$ cat src/rtl/viterbi_dec_if.sv
// Request/result bundle for viterbi_dec. The optional err_cnt field (and the
// MW parameter that sizes it) exist only when VITERBI_ERRCNT_EN is defined.
interface viterbi_dec_if #(
   parameter int BITS = 48
`ifdef VITERBI_ERRCNT_EN
   , parameter int MW = 8
`endif
);
   // start is a single-cycle request, taken only while the decoder is idle or
   // done; busy/done are levels and dec_out is valid whenever done is high.
   logic                start;
   logic [2*BITS-1:0]   in_code;
   logic [BITS-1:0]     dec_out;
   logic                busy;
   logic                done;
   logic [1:0]          dbg_state;
`ifdef VITERBI_ERRCNT_EN
   logic [MW-1:0]       err_cnt;
`endif

   modport master (
      output start, in_code,
      input  dec_out, busy, done, dbg_state
`ifdef VITERBI_ERRCNT_EN
      , input err_cnt
`endif
   );

   modport slave (
      input  start, in_code,
      output dec_out, busy, done, dbg_state
`ifdef VITERBI_ERRCNT_EN
      , output err_cnt
`endif
   );
endinterface

$ cat src/rtl/viterbi_dec.sv
// Block Viterbi decoder, rate 1/2, K=4 (8 states), no tail bits: BITS ACS steps
// then BITS traceback steps. Define VITERBI_ERRCNT_EN to add the err_cnt output.
module viterbi_dec #(
   parameter int BITS = 48,
   parameter int MW   = 8
) (
   input  logic          clk,
   input  logic          rst,
   viterbi_dec_if.slave  bus
);
   localparam int CW = $clog2(BITS);

   typedef enum logic [1:0] {S_IDLE, S_ACS, S_TB, S_DONE} state_t;

   state_t              state_q, state_d;
   logic [2*BITS-1:0]   code_q;
   logic [MW-1:0]       met_q [8];
   logic [CW-1:0]       step_q;
   logic [7:0]          surv_q [BITS];
   logic [BITS-1:0]     dec_reg, dec_q;
   logic [2:0]          tb_state_q;
   logic                tb_end_q;
   logic                busy_q, done_q;
   logic                accept, last_step;

   logic [1:0]          sym;
   logic [MW-1:0]       sum_a [8];
   logic [MW-1:0]       sum_b [8];
   logic [MW-1:0]       met_d [8];
   logic [7:0]          dec_d;
   logic [MW-1:0]       best_met;
   logic [2:0]          best_idx;

   // Hamming distance between received symbol y={p1,p0} and the branch
   // leaving predecessor s with input bit u.
   function automatic logic [1:0] branch_metric(input logic [2:0] s, input logic u,
                                                input logic [1:0] y);
      logic p1, p0;
      p1 = u ^ s[1] ^ s[0];
      p0 = u ^ s[2] ^ s[1] ^ s[0];
      return {1'b0, p1 ^ y[1]} + {1'b0, p0 ^ y[0]};
   endfunction

   assign sym       = code_q[(2*BITS-1) - 2*int'(step_q) -: 2];
   assign last_step = (step_q == CW'(BITS-1));
   assign accept    = ((state_q == S_IDLE) || (state_q == S_DONE)) && bus.start;

   // Next state n={u,a,b} is reached from {a,b,0} or {a,b,1}; the first wins ties.
   always_comb begin
      for (int n = 0; n < 8; n++) begin
         sum_a[n] = met_q[3'((2*n) % 8)]
                    + MW'(branch_metric(3'((2*n) % 8), n[2], sym));
         sum_b[n] = met_q[3'((2*n + 1) % 8)]
                    + MW'(branch_metric(3'((2*n + 1) % 8), n[2], sym));
         dec_d[n] = (sum_b[n] < sum_a[n]);
         met_d[n] = dec_d[n] ? sum_b[n] : sum_a[n];
      end
      best_met = met_d[0];
      best_idx = 3'd0;
      for (int n = 1; n < 8; n++) begin
         if (met_d[n] < best_met) begin
            best_met = met_d[n];
            best_idx = 3'(n);
         end
      end
   end

   always_comb begin
      state_d = state_q;
      case (state_q)
         S_IDLE, S_DONE: if (bus.start) state_d = S_ACS;
         S_ACS:          if (last_step) state_d = S_TB;
         S_TB:           if (tb_end_q)  state_d = S_DONE;
         default:        state_d = S_IDLE;
      endcase
   end

`ifdef VITERBI_ERRCNT_EN
   logic [MW-1:0] best_q, err_q;
`endif

   always_ff @(posedge clk or posedge rst) begin
      if (rst) begin
         state_q    <= S_IDLE;
         code_q     <= '0;
         step_q     <= '0;
         dec_reg    <= '0;
         dec_q      <= '0;
         tb_state_q <= '0;
         tb_end_q   <= 1'b0;
         busy_q     <= 1'b0;
         done_q     <= 1'b0;
         for (int i = 0; i < 8; i++) met_q[i] <= '0;
`ifdef VITERBI_ERRCNT_EN
         best_q     <= '0;
         err_q      <= '0;
`endif
      end else begin
         state_q <= state_d;
         if (accept) begin
            code_q   <= bus.in_code;
            step_q   <= '0;
            tb_end_q <= 1'b0;
            busy_q   <= 1'b1;
            done_q   <= 1'b0;
            for (int i = 0; i < 8; i++) met_q[i] <= (i == 0) ? '0 : MW'(128);
         end else if (state_q == S_ACS) begin
            for (int i = 0; i < 8; i++) met_q[i] <= met_d[i];
            if (last_step) begin
               tb_state_q <= best_idx;
`ifdef VITERBI_ERRCNT_EN
               best_q     <= best_met;
`endif
            end else begin
               step_q <= step_q + 1'b1;
            end
         end else if (state_q == S_TB) begin
            // One extra TB cycle after step 0 so the final bit is registered
            // before dec_out is published.
            if (tb_end_q) begin
               dec_q  <= dec_reg;
               done_q <= 1'b1;
               busy_q <= 1'b0;
`ifdef VITERBI_ERRCNT_EN
               err_q  <= best_q;
`endif
            end else begin
               dec_reg[(BITS-1) - int'(step_q)] <= tb_state_q[2];
               tb_state_q <= {tb_state_q[1:0], surv_q[step_q][tb_state_q]};
               if (step_q == '0) tb_end_q <= 1'b1;
               else              step_q   <= step_q - 1'b1;
            end
         end
      end
   end

   always_ff @(posedge clk) begin
      if (state_q == S_ACS) surv_q[step_q] <= dec_d;
   end

   assign bus.dec_out   = dec_q;
   assign bus.busy      = busy_q;
   assign bus.done      = done_q;
   assign bus.dbg_state = state_q;
`ifdef VITERBI_ERRCNT_EN
   assign bus.err_cnt   = err_q;
`endif
endmodule

$ cat src/flat_wrapper.sv
// flat-port wrapper written by rule: the top's interface ports become plain ports
module viterbi_dec_flat 
#(
   parameter int BITS = 48,
   parameter int MW   = 8
)
  (clk, rst, bus_start, bus_in_code, bus_dec_out, bus_busy, bus_done, bus_dbg_state);
  viterbi_dec_if #(.BITS(BITS)) bus_i ();
  input  logic clk;
  input  logic rst;
  input wire logic [$bits(bus_i.start)-1:0] bus_start;
  input wire logic [$bits(bus_i.in_code)-1:0] bus_in_code;
  output wire logic [$bits(bus_i.dec_out)-1:0] bus_dec_out;
  output wire logic [$bits(bus_i.busy)-1:0] bus_busy;
  output wire logic [$bits(bus_i.done)-1:0] bus_done;
  output wire logic [$bits(bus_i.dbg_state)-1:0] bus_dbg_state;
  assign bus_i.start = bus_start;
  assign bus_i.in_code = bus_in_code;
  assign bus_dec_out = bus_i.dec_out;
  assign bus_busy = bus_i.busy;
  assign bus_done = bus_i.done;
  assign bus_dbg_state = bus_i.dbg_state;
  viterbi_dec #(.BITS(BITS), .MW(MW)) u_core (.clk(clk), .rst(rst), .bus(bus_i));
endmodule
$ cat config.mk
export PLATFORM = sky130hd
export DESIGN_NAME = viterbi_dec_flat
export DESIGN_NICKNAME = d
export VERILOG_FILES = /design/src/rtl/viterbi_dec_if.sv /design/src/rtl/viterbi_dec.sv /design/src/flat_wrapper.sv
export SDC_FILE = /design/constraint.sdc
export NUM_CORES = 1
export LEC_CHECK = 0
export CAP_MARGIN = 30
export CORE_MARGIN = 5
export CORE_UTILIZATION = 40
export DETAILED_ROUTE_END_ITERATION = 8
export PLACE_DENSITY = 0.68
export SLEW_MARGIN = 20
export SYNTH_ARGS = -nofsm -noshare
export SYNTH_HDL_FRONTEND = slang
export SYNTH_SLANG_ARGS = --single-unit
$ cat constraint.sdc
create_clock -name clk -period 26.1 [get_ports clk]
set_clock_uncertainty 0.1 [all_clocks]
set_input_delay 2.61 -clock clk [delete_from_list [all_inputs] [get_ports clk]]
set_output_delay 2.61 -clock clk [all_outputs]
set_load 0.01 [all_outputs]
==> impl_summary.log <==
INFO  metric gr-usage-met2 = 0.306
INFO  metric synthCells = 1670
INFO  metric path_class = reg -> reg
INFO  metric synth_edf_count = 192
INFO  metric finalInstanceArea = 23100 um2
INFO  metric grt_overflow_total = 0
INFO  metric overall_die_area = 53000 um2
INFO  metric route.vias.total = 13400
INFO  metric pin_count = 151
INFO  metric cts_buffer_depth = 3
INFO  metric detail_route.iter0.violations = 1046
INFO  metric count_of_antenna_violating_nets_left_after_detailed_routing = 0
INFO  metric layout.cells.most_common_list = sky130_fd_sc_hd__nand2_1 (380), sky130_fd_sc_hd__dfrtp_1 (219), sky130_fd_sc_hd__edfxtp_1 (192)
INFO  metric core_area = 47800 um2
INFO  metric finalNonFillerCells = 2461
INFO  metric dpl_cell_area = 21600 um2
INFO  metric design.final.nets = 1978
INFO  metric power.density = 155 nW/um2
INFO  metric crit_arrival = 12.19 ns
INFO  metric setup-violations-final = 0
INFO  metric io_buffers = 150
INFO  metric totalPowerFinal = 3.57 mW
INFO  metric drt_pre_antenna_iters = 6
INFO  metric die_h = 230 um
INFO  metric min_period_over_period = 0.452
INFO  metric slew_headroom = 0.377
INFO  metric die_width = 230 um
INFO  metric clock_buffers_created_by_tritoncts = 43
INFO  metric fin_tns_setup = 0 ns
INFO  metric number_of_max_cap_violations = 0
INFO  metric largest-register = u_core.surv_q
INFO  metric run_status = finished, final reports clean
INFO  metric postSynthAreaPerCell = 11.6 um2
INFO  metric clkTransAtPathRegs = 0.06 ns
INFO  metric groute.usage.overall = 0.183
INFO  metric fillCellCount = 4206
INFO  metric cts_resized = 0
INFO  metric worst_path_largest_cell_delay = 0.74 ns
INFO  metric met1_usage = 0.246
INFO  metric fin_worst_hold_slack = 0.373 ns
INFO  metric final.min_clock_period = 11.79 ns
INFO  metric areaGrowthSynthToFinish = 19.3%
INFO  metric grt_pass1_vias = 13700
INFO  metric class_of_the_worst_hold_path = reg -> reg
INFO  metric synth-seq-cells = 414
INFO  metric leakagePower = 9.62 nW
INFO  metric crit_path_top_delay_cell = sky130_fd_sc_hd__buf_4
INFO  metric critical-path-top-delay-family = compound AO/OA/AOI/OAI gates
INFO  metric endpoint_kind = flop
INFO  metric final_critical_path_setup_slack = 14.31 ns
INFO  metric syn-cell-area = 19400 um2
INFO  metric drt_wl_total = 49600 um
INFO  metric initial_antenna_violation_count = 0
INFO  metric dp_hpwl = 33300 um
INFO  metric synth.yosys.seq_area_share = 0.584
INFO  metric drt-wirelength-per-cell = 20.1 um
INFO  metric initial_utilization = 0.405
INFO  metric clock_tree_root = sky130_fd_sc_hd__clkbuf_16
INFO  metric clock_insertion_delay_worst_skew = 0.57 ns
INFO  metric htree_levels = 2
INFO  metric yosysTopAreaCellShare = 0.297
INFO  metric final_max_slew_viol_count = 0
INFO  metric largest_register_ff_count = 192
INFO  metric tritoncts = yes
INFO  metric wire_length_of_the_first_global_routing_pass = 77400 um
INFO  metric ys.warnings.count = 0
INFO  metric num_antenna_cells = 0
INFO  metric post_place_cells = 2377
INFO  metric layout-drive-gt1-share = 0.138
INFO  metric avgViaCountPerCell = 5.45
INFO  metric drc = 0
INFO  metric most_used_dff_post_synth = sky130_fd_sc_hd__dfrtp_1
INFO  metric pin_count_of_the_biggest_net_entering_global_routing = 105
INFO  metric layout.core_utilization = 0.483
INFO  metric synth.top_cells.by_area = sky130_fd_sc_hd__edfxtp_1 (30%), sky130_fd_sc_hd__dfrtp_1 (29%), sky130_fd_sc_hd__nand2_1 (7.4%), sky130_fd_sc_hd__mux2_2 (5.8%), sky130_fd_sc_hd__ha_1 (4.3%)
INFO  metric report.final.hold_viol_count = 0
INFO  metric ff_latch_area = 11300 um2
INFO  metric clock.fmax = 84.8 MHz
INFO  metric worstSetupStartpointType = flop
INFO  metric post_synth_num_cell_types = 72
INFO  metric rsz0062_at_grt = no
INFO  metric async_reset_ff_frac = 0.536
INFO  metric vdd.ir_drop.worst = 0.142 mV
INFO  metric layout_top_registers = u_core.surv_q: 192 flops, u_core.code_q: 96 flops
INFO  metric final_replace_weighted_congestion = 0.896
INFO  metric critPathMaxFanout = 57
INFO  metric cts_hold_buf = 0
INFO  metric post-cts-setup-buffers = 0
INFO  metric worst_slew_pin_slew = 0.934 ns
INFO  metric worst-r2r-setup-slack = 14.31 ns
INFO  metric worst-path-buf-inv = 4
INFO  metric std_cell_rows = 80
INFO  metric cts_num_sinks = 414
INFO  metric final_common_cell = sky130_fd_sc_hd__nand2_1
INFO  metric worstPathRequired = 26.50 ns
INFO  metric grtUsageMet3 = 0.0283
INFO  metric synth_top_cell_by_area = sky130_fd_sc_hd__edfxtp_1
INFO  metric most_crowded_layer_after_global_routing = met2
INFO  metric critical_path.most_common_cell = sky130_fd_sc_hd__ha_1
INFO  metric pre_cts_slack = 14.38 ns
INFO  metric multi_input_area = 7640 um2
==> tightest hold or removal path, cell delays in order (launching register included) <==
cell	delay, ns
sky130_fd_sc_hd__dfrtp_1	0.34
sky130_fd_sc_hd__nand2_1	0.05
sky130_fd_sc_hd__nand2_1	0.05
==> synth_stat cells (3+ instances only) <==
master and count:
sky130_fd_sc_hd__a211oi_1 9, sky130_fd_sc_hd__a21o_1 15, sky130_fd_sc_hd__a21oi_1 58, sky130_fd_sc_hd__a221oi_1 12
sky130_fd_sc_hd__a22o_1 11, sky130_fd_sc_hd__a22oi_1 25, sky130_fd_sc_hd__a311oi_1 4, sky130_fd_sc_hd__a31oi_1 9
sky130_fd_sc_hd__and2_1 7, sky130_fd_sc_hd__and3_1 10, sky130_fd_sc_hd__and3b_1 5, sky130_fd_sc_hd__buf_1 10
sky130_fd_sc_hd__buf_2 10, sky130_fd_sc_hd__clkbuf_1 76, sky130_fd_sc_hd__dfrtp_1 222, sky130_fd_sc_hd__edfxtp_1 192
sky130_fd_sc_hd__ha_1 67, sky130_fd_sc_hd__inv_1 38, sky130_fd_sc_hd__mux2_2 99, sky130_fd_sc_hd__mux2i_1 45
sky130_fd_sc_hd__mux4_2 31, sky130_fd_sc_hd__nand2_1 381, sky130_fd_sc_hd__nand2b_1 9, sky130_fd_sc_hd__nand3_1 29
sky130_fd_sc_hd__nand4_1 12, sky130_fd_sc_hd__nor2_1 120, sky130_fd_sc_hd__nor2b_1 10, sky130_fd_sc_hd__nor3_1 10
sky130_fd_sc_hd__nor3b_1 4, sky130_fd_sc_hd__o211ai_1 5, sky130_fd_sc_hd__o21a_1 3, sky130_fd_sc_hd__o21ai_0 46
sky130_fd_sc_hd__o2bb2ai_1 3, sky130_fd_sc_hd__or2_2 4, sky130_fd_sc_hd__or3_1 5, sky130_fd_sc_hd__xnor2_1 12
sky130_fd_sc_hd__xor2_1 17
==> final timing paths <==
kind                                        start                      to  cells after the start
worst min register to register  u_core.code_q[76]       u_core.code_q[76]                      2
min in group asynchronous                     rst  u_core.bus.dec_out[25]                      2
worst max register to register   u_core.step_q[0]    u_core.tb_state_q[0]                     46
worst max-delay path             u_core.step_q[0]    u_core.tb_state_q[0]                     46
worst min-delay path            u_core.code_q[76]       u_core.code_q[76]                      2
max in group asynchronous                     rst       u_core.code_q[53]                      4
==> logic make-up after synthesis <==
group	count (synthesis)	synth area share
AND/OR/NAND/NOR	616	0.133
flip-flops	414	0.584
AO/OA/AOI/OAI	225	0.0790
multiplexers	175	0.117
buffers and inverters	140	0.0283
adder cells (fa/ha/maj)	68	0.0443
XOR/XNOR	30	0.0139
other	2	0.000387
==> area by class of cell <==
| type | count | area share |
|---|---|---|
| Multi-Input combinational cell | 1135 | 0.330 |
| Clock inverter | 19 | 0.00741 |
| Clock buffer | 61 | 0.0568 |
| Inverter | 42 | 0.00725 |
| Tap cell | 615 | 0.0333 |
| Sequential cell | 414 | 0.490 |
| Timing Repair Buffer | 175 | 0.0753 |
==> where the power goes <==
| part | switching (mW) | total (mW) | internal [mW] | leakage (nW) |
|---|---|---|---|---|
| logic | 1.15 | 1.88 | 0.729 | 4.27 |
| clock network | 0.261 | 0.635 | 0.374 | 0.739 |
| registers | 0.105 | 1.06 | 0.952 | 4.61 |
| total | 1.52 | 3.57 | 2.05 | 9.62 |
==> layer usage <==
layer	wire length, um	share of wire
met2	24200	0.49
met5	0	0
met1	20600	0.42
met4	1680	0.034
met3	3070	0.062
Note: power is estimated with default switching activity, not from simulation.
